<file path="config.mk">
export PLATFORM = sky130hd
export DESIGN_NAME = ped_phase_scheduler
export DESIGN_NICKNAME = d
export VERILOG_FILES = /design/src/rtl/ped_pkg.sv /design/src/rtl/ped_rr_pick.sv /design/src/rtl/ped_phase_scheduler.sv
export SDC_FILE = /design/constraint.sdc
export NUM_CORES = 1
export LEC_CHECK = 0
export BUFFER_PORTS_ARGS = -buffer_cell sky130_fd_sc_hd__buf_2
export CAP_MARGIN = 10
export CORE_ASPECT_RATIO = 1.1
export CORE_MARGIN = 3
export CORE_UTILIZATION = 49
export CTS_CLUSTER_SIZE = 25
export DETAILED_ROUTE_END_ITERATION = 10
export PLACE_DENSITY = 0.75
export SETUP_SLACK_MARGIN = 0.4
export SLEW_MARGIN = 20
export SYNTH_ARGS = -nofsm -noshare
export SYNTH_HDL_FRONTEND = slang
export SYNTH_SLANG_ARGS = --single-unit
</file>
<file path="constraint.sdc">
create_clock -name clk -period 2.1 [get_ports clk]
set_clock_uncertainty 0.05 [all_clocks]
set_input_delay 0.21 -clock clk [delete_from_list [all_inputs] [get_ports clk]]
set_output_delay 0.21 -clock clk [all_outputs]
set_load 0.03 [all_outputs]
</file>
<file path="src/rtl/ped_pkg.sv">
// Shared types and constants for the pedestrian crossing scheduler.
// Positions are numbered clockwise from north; counts are 5-bit tick counts.
package ped_pkg;

  localparam int COUNT_W = 5;

  localparam logic [1:0] POS_N = 2'd0;
  localparam logic [1:0] POS_E = 2'd1;
  localparam logic [1:0] POS_S = 2'd2;
  localparam logic [1:0] POS_W = 2'd3;

  typedef enum logic [1:0] {
    DARK    = 2'd0,
    ALL_RED = 2'd1,
    SERVE   = 2'd2
  } state_t;

  function automatic logic [3:0] pos_onehot(input logic [1:0] pos);
    return 4'b0001 << pos;
  endfunction

endpackage

</file>
<file path="src/rtl/ped_rr_pick.sv">
// Combinational 4-way rotating priority pick: first pending position after
// last, with last itself eligible only after the other three.
module ped_rr_pick (
  input  logic [3:0] pend,
  input  logic [1:0] last,
  output logic       found,
  output logic [1:0] next
);

  logic [1:0] idx;

  // Walk offsets from farthest to nearest so the nearest pending position wins.
  always_comb begin
    found = 1'b0;
    next  = last;
    idx   = last;
    for (int i = 4; i >= 1; i--) begin
      idx = last + 2'(i);
      if (pend[idx]) begin
        found = 1'b1;
        next  = idx;
      end
    end
  end

endmodule

</file>
<file path="src/rtl/ped_phase_scheduler.sv">
// Round-robin pedestrian phase sequencer: DARK / ALL_RED / SERVE, timed by tick.
// Request-to-walk latency is one clk when idle in ALL_RED; all outputs registered.
module ped_phase_scheduler
  import ped_pkg::*;
#(
  parameter int WALK_TIME    = 20,
  parameter int ALL_RED_TIME = 3,
  parameter int BLINK_START  = 3,
  parameter int SKIP_EN      = 1
) (
  input  logic               clk,
  input  logic               rst,
  input  logic               tick,
  input  logic               light_out_time,
  input  logic [3:0]         ped_req,
  output logic [1:0]         signal_Pos,
  output logic [COUNT_W-1:0] Count_out,
  output logic               signal,
  output logic [3:0]         walk,
  output logic [3:0]         req_pend
);

  localparam logic [COUNT_W-1:0] WALK_C    = COUNT_W'(WALK_TIME);
  localparam logic [COUNT_W-1:0] ALL_RED_C = COUNT_W'(ALL_RED_TIME);
  localparam logic [COUNT_W-1:0] BLINK_C   = COUNT_W'(BLINK_START);

  state_t     state;
  logic [3:0] pend_eff;
  logic       pick_found;
  logic [1:0] pick_pos;
  logic       go_found;
  logic [1:0] go_pos;
  logic       enter_serve;

  // Live requests take part in the pick so an idle crossing answers in one clk.
  assign pend_eff = req_pend | ped_req;

  ped_rr_pick u_pick (
    .pend  (pend_eff),
    .last  (signal_Pos),
    .found (pick_found),
    .next  (pick_pos)
  );

  assign go_found    = (SKIP_EN != 0) ? pick_found : 1'b1;
  assign go_pos      = (SKIP_EN != 0) ? pick_pos : signal_Pos + 2'd1;
  assign enter_serve = (state == ALL_RED) && (Count_out == '0) && go_found;

  always_ff @(posedge clk or posedge rst) begin
    if (rst) begin
      state      <= ALL_RED;
      signal_Pos <= POS_W;
      Count_out  <= ALL_RED_C;
      signal     <= 1'b0;
      walk       <= 4'b0000;
      req_pend   <= 4'b0000;
    end else if (light_out_time) begin
      state     <= DARK;
      Count_out <= '0;
      signal    <= 1'b0;
      walk      <= 4'b0000;
      req_pend  <= 4'b0000;
    end else begin
      req_pend <= enter_serve ? (pend_eff & ~pos_onehot(go_pos)) : pend_eff;
      case (state)
        DARK: begin
          state     <= ALL_RED;
          Count_out <= ALL_RED_C;
        end
        ALL_RED: begin
          if (Count_out != '0) begin
            if (tick) Count_out <= Count_out - 1'b1;
          end else if (go_found) begin
            state      <= SERVE;
            signal_Pos <= go_pos;
            Count_out  <= WALK_C;
            walk       <= pos_onehot(go_pos);
            signal     <= 1'b1;
          end
        end
        SERVE: begin
          if (tick) begin
            if (Count_out != '0) begin
              Count_out <= Count_out - 1'b1;
              // First count below threshold shows 1, then alternates per tick.
              signal    <= (Count_out >= BLINK_C) ? 1'b1 : ~signal;
            end else begin
              state     <= ALL_RED;
              Count_out <= ALL_RED_C;
              walk      <= 4'b0000;
              signal    <= 1'b0;
            end
          end
        end
        default: begin
          state     <= ALL_RED;
          Count_out <= ALL_RED_C;
          walk      <= 4'b0000;
          signal    <= 1'b0;
        end
      endcase
    end
  end

endmodule

</file>
* Word-level counts from Yosys, hierarchy flattened
Cells that the tools add are included.
** Word-level totals
- Bits of input ports :: 8
- Flip-flop bits (word level) :: 18
- Logic and storage cells :: 84
** Operators by class
- $add $sub $neg :: 4
- Mux-type cells :: 43
- Bitwise logic cells :: 6
- Shift-type cells :: 1
- Equality and inequality tests :: 9
- Reductions and logical operators :: 10
- $lt $le $gt $ge :: 5
** Operator list (number)
- 2-to-1 mux 5 bit :: 6
- 2-to-1 mux 4 bit :: 7
- 2-to-1 mux 2 bit :: 8
- 2-to-1 mux 1 bit :: 14
- less-than comparator 2 x 3 -> 1 bit (second input constant) :: 4
- != test 3 bit (second input constant) :: 4
- case mux 4 bit (3 select lines) :: 1
- AND reduction 4 bit :: 3
- case mux 5 bit (2 select lines) :: 1
- binary-select mux 1 bit (select 2 bit) :: 4
- >= comparator 5 x 2 -> 1 bit (second input constant) :: 1
- zero test 5 bit :: 1
- AND reduction 5 bit :: 1
- nonzero test 5 bit :: 1
- subtractor 5 x 1 -> 5 bit (second input constant) :: 1
- adder 2 bit (second input constant) :: 2
- bitwise AND 4 bit :: 1
- != test 4 x 3 -> 1 bit (second input constant) :: 1
- != test 4 bit (second input constant) :: 1
- NOT 4 bit :: 1
- bitwise OR 4 bit :: 1
- case mux 2 bit (2 select lines) :: 1
- << shifter 1 x 2 -> 4 bit (first input constant) :: 1
- NOT 1 bit :: 3
- 8 further kinds :: 9

* Depth between registers and ports, before layout
- Word-level depth :: 11
- Mapped depth :: 8
- Gate-level depth less buffers :: 7

* Cells and area by module
A second synthesis with hierarchy kept.
** Second synthesis, totals
- Cell total of the unflattened synthesis :: 126
- Area total of the unflattened synthesis :: 1216.2 um^2
** By module, submodules not included
- ped_phase_scheduler :: cells each 112, instances 1, area each 1133.6 um^2
- ped_rr_pick :: cells each 14, instances 1, area each 82.6 um^2

* Least setup slack after synthesis
OpenSTA, ideal clock, no wires.
- Path type :: flip-flop to flip-flop
- From :: register Count_out[0]
- To :: register Count_out[4]
- Period minus slack after synthesis :: 2149 ps
- Data arrival time :: 1978 ps
- Required time :: 1929 ps
- Setup time :: 121 ps
- Setup slack :: -49 ps
- Cell stages (with the launch flop) :: 9
- Cell sequence :: dfstp_2 inv_1 ha_1 or4b_1 buf_6 o21bai_4 a211oi_4 nor2_1 o22a_1
** Between the ends
- Word-level cells in the longest chain between the ends :: 5
- Elaborated cells on any way between the ends :: 11
- Those cells by class :: add/sub: 1; eq/ne: 2; mux: 6; reduce/logical: 2
** Ends and longest elaborated chain
- start: declaration :: RTL line ped_phase_scheduler.sv:17 : output logic [COUNT_W-1:0] Count_out,
- start signal: assignment :: RTL line ped_phase_scheduler.sv:72 : if (tick) Count_out <= Count_out - 1'b1;
- start signal: assignment :: RTL line ped_phase_scheduler.sv:84 : Count_out <= Count_out - 1'b1;
- subtractor 5 x 1 -> 5 bit or nonzero test 5 bit (tied branches)
- 2-to-1 mux 5 bit (on tied branches) :: RTL line ped_phase_scheduler.sv:83, ped_phase_scheduler.sv:72
- 2-to-1 mux 5 bit (on tied branches) :: RTL line ped_phase_scheduler.sv:82, ped_phase_scheduler.sv:71
- case mux 5 bit (2 select lines) :: RTL line ped_phase_scheduler.sv:65 : case (state)
- 2-to-1 mux 5 bit :: RTL line ped_phase_scheduler.sv:57 : end else if (light_out_time) begin
Several ways; a longest one is shown, not always the timed one. The select of a mux whose other input is x is not followed.
A chain may end at the register's enable or synchronous reset.

* Final worst setup path
- From :: register Count_out[1]
- To :: register Count_out[4]
Same word-level chain as after synthesis.

==> results.md <==
* R2R Path End: Count_out[4]$_DFFE_PP0P_
* Crit start category: register
* Layout Nets at 178
* Pin count of the biggest net entering global routing at 19
* IO Port Bufs at 23
* CTS sink cnt at 18
* Clock root buffer: clkbuf_4
* Remaining DRCs at 0
* Most frequent cell after synthesis: dfrtp_1
* Final wirelength at 2980 um
* Worst setup EP type: register
* Core footprint at 2300 um2
* CTS Buf Count at 3
* Worst Path Required at 2.23 ns
* Synth Area in XOR/XNOR at 0%
* Initial antenna violation count at 0
* Total track usage at 21.1%
* Global-route wire length before repair at 4810 um
* Simple-Gate Fraction of Synth Area at between 20% and 30%
* Setup violators final at 0
* Slew @ Worst Pin at 0.667 ns
* Hpwl dp at 2070 um
* Setup WS post-layout at 0.115 ns
* Vias in the first global route at 1100
* Mean Syn Cell Area at 10.1 um2
* Post-synthesis mux area share at 1.87%
* Compound-gate portion of the synthesized area at 30.2%
* Clk slew on worst S/H paths at between 0.1 and 0.15 ns
* Die X at approximately 53 um
* Clk Latency, worst-skew pair at 0.30 ns
* Min-Delay Path Class: in -> reg
* Mapped Area at ~1200 um2
* Min-delay src: ped_req[2]
* RSZ-0062 raised after global routing: true
* Reg2reg start: Count_out[1]$_DFFE_PP1P_
* Critical path arrival at about 2.1 ns
* FP Rows at 18
* Max VDD drop at 1030 uV
* Crit path cell chain: inv_2 > ha_4 > or4b_4 > o21bai_4 > a211oi_4 > buf_6 > buf_6 > nor2_2 > o22a_1
* Placed instance area at 1470 um2
* Adder-Cell Fraction of Synth Area at 6.22%
* Slowest CP cell: dfstp_2
* Post-Synthesis Cells at 120
* Synthesized Nets at between 100 and 150
* Synth unique cells at 47
* WL/cell at ~15 um
* CTS tree: built
* Vias at roughly 1100
* Router iterations before antenna repair at 4
* Global route overflow at 0
* Starting Density at 52.6%
* Longest Clk Path Bufs at 2
* Status: finished clean
* Seq/Total Area, Yosys at 37.8%
* PD cells at between 1500 and 2000 nW/um2
* Hold depth at 3
* Critical path's largest stage delay at 0.56 ns
* Asr flop ratio synth at 100%
* Die Ht at 58.1 um
* Via density at 5.64
* Worst Path Max Fanout at 5
* CP Class: reg -> reg
* Max cap viols at 0
* Setup TNS at 0 ns
* Main combinational cell family by area after synthesis: compound AO/OA/AOI/OAI gates
* R2R setup slack at 0.11 ns
* Worst Hold Path EP: req_pend[2]$_DFF_PP0_
* Leak at 0.784 nW
* Setup WS pre-CTS at about 0.052 ns
* RePlAce Congestion at ~0.86
* Area leader, netlist: dfrtp_1
* EDFF count, synth at 0
* Synth top area share at between 20 and 30%
* YS warnings at 0
* Hold violation count in the final report at 0
* Achievable frequency at slightly above 0.5 GHz
* Most used DFF post-synth: dfrtp_1
* Synth-to-Final Area Change at 40.3%
* Final min period at approximately 2.0 ns
* First DRT Iteration DRCs at 32
* Fin crit share at 94.5%
* H-tree levels at 1
* Share of layout cells above drive strength 1 at 51.5%
* Worst path most repeated cell: buf_6
* Antenna-violating nets left at 0
* Ant diodes at 0
* Max Slew Vio Count at 0
* Die area at 3100 um2
* I/O pin total at 24
* Design area at 1690 um2
* Max_slew headroom at 55.5%
* Seq cells post-synth at 18
* Synth area leaders: dfrtp_1 (27%), dfstp_2 (11%), ha_1 (6.2%), a21o_1 (3.1%), nand2_1 (3.1%)
* Top cells by count, synth: dfrtp_1 (13), nand2_1 (10), nor2_1 (10)
* FF-to-FF path depth at 9
==> cell usage in the layout, fill, tap and decap left out, drive strengths merged, types with 2 or more instances in the layout <==
master / count
nand2: 10
nor4: 2
inv: 6
dfrtp: 13
nand2b: 2
o21ai: 4
nor2: 11
nor2b: 3
ha: 6
a211oi: 4
nor4b: 2
nor3: 2
a31oi: 3
a21o: 6
a311oi: 4
o31ai: 2
o41ai: 4
clkbuf: 4
buf: 42
o21bai: 3
a21oi: 7
dfstp: 5
o22a: 2
mux2: 2
==> critical path, delay by kind of cell, from the launching register on <==
family          cells  cell delay, ns
compound gates      3            0.55
simple gates        2            0.25
buf+inv             3            0.30
fa+ha+maj           1            0.16
flops               1            0.56
==> logic make-up after synthesis <==
| kind of cell | after synthesis |
|---|---|
| AOI/OAI and AO/OA | 44 |
| and+or+nand+nor | 40 |
| DFF | 18 |
| buffers and inverters | 10 |
| adders and majority gates | 6 |
| muxes | 2 |
==> cell type report <==
cell class	instances	area, um2
Fill cell	164	603
Sequential cell	18	459
Tap cell	30	37.5
Clock buffer	4	36.3
Inverter	6	22.5
Timing Repair Buffer	43	283
Multi-Input combinational cell	92	856
==> state kept, by name, summed over array words and instances (netlist names) <==
signal,flops
Count_out,5
req_pend,4
signal,1
signal_Pos,2
state,2
walk,4
==> through the flow <==
stage	instances	total power [mW]	hold WS, ns	util, %
3_5_place_dp	177	2.22	0.294	63.8
6_report	193	2.79	0.254	73.7
4_1_cts	191	2.70	0.236	71.5
2_1_floorplan	120	1.85	0.0948	-
5_1_grt	193	2.99	0.287	73.7
3_3_place_gp	177	2.19	0.297	63.8
==> where the power goes <==
group	switching (mW)	internal [mW]
sequential	0.155	0.502
combinational	1.06	0.853
clock	0.112	0.106
total	1.33	1.46
==> per-layer routing <==
metal	wire length, um	vias to the layer above	global-route usage (%)
met5	0	-	0
met4	43	0	9.85
met3	88	7	1.80
met2	1550	26	36.8
met1	1290	509	25.7
li1	-	546	-
==> how the worst max path moves through the flow <==
stage,from,endpoint,slack [ns],cells after the start
5_1_grt,Count_out[1]$_DFFE_PP1P_,Count_out[3]$_DFFE_PP0P_,0.05,8
3_3_place_gp,Count_out[1]$_DFFE_PP1P_,walk[0]$_DFFE_PP0P_,0.09,7
2_1_floorplan,Count_out[0]$_DFFE_PP1P_,Count_out[4]$_DFFE_PP0P_,0.03,8
6_report,Count_out[1]$_DFFE_PP1P_,Count_out[4]$_DFFE_PP0P_,0.11,9
4_1_cts,Count_out[0]$_DFFE_PP1P_,Count_out[3]$_DFFE_PP0P_,0.12,8
3_5_place_dp,Count_out[1]$_DFFE_PP1P_,walk[1]$_DFFE_PP0P_,0.05,7
==> timing repair <==
item | 4_1_cts | 5_1_grt
pin swaps | 6 | 7
gates resized for setup | 13 | 8
setup buffers | 9 | 2
setup endpoints to repair | 18 | 18
hold buffers | 1 | 0
endpoints found under the hold margin | 13 | 0
(Power assumes the default switching activity.)
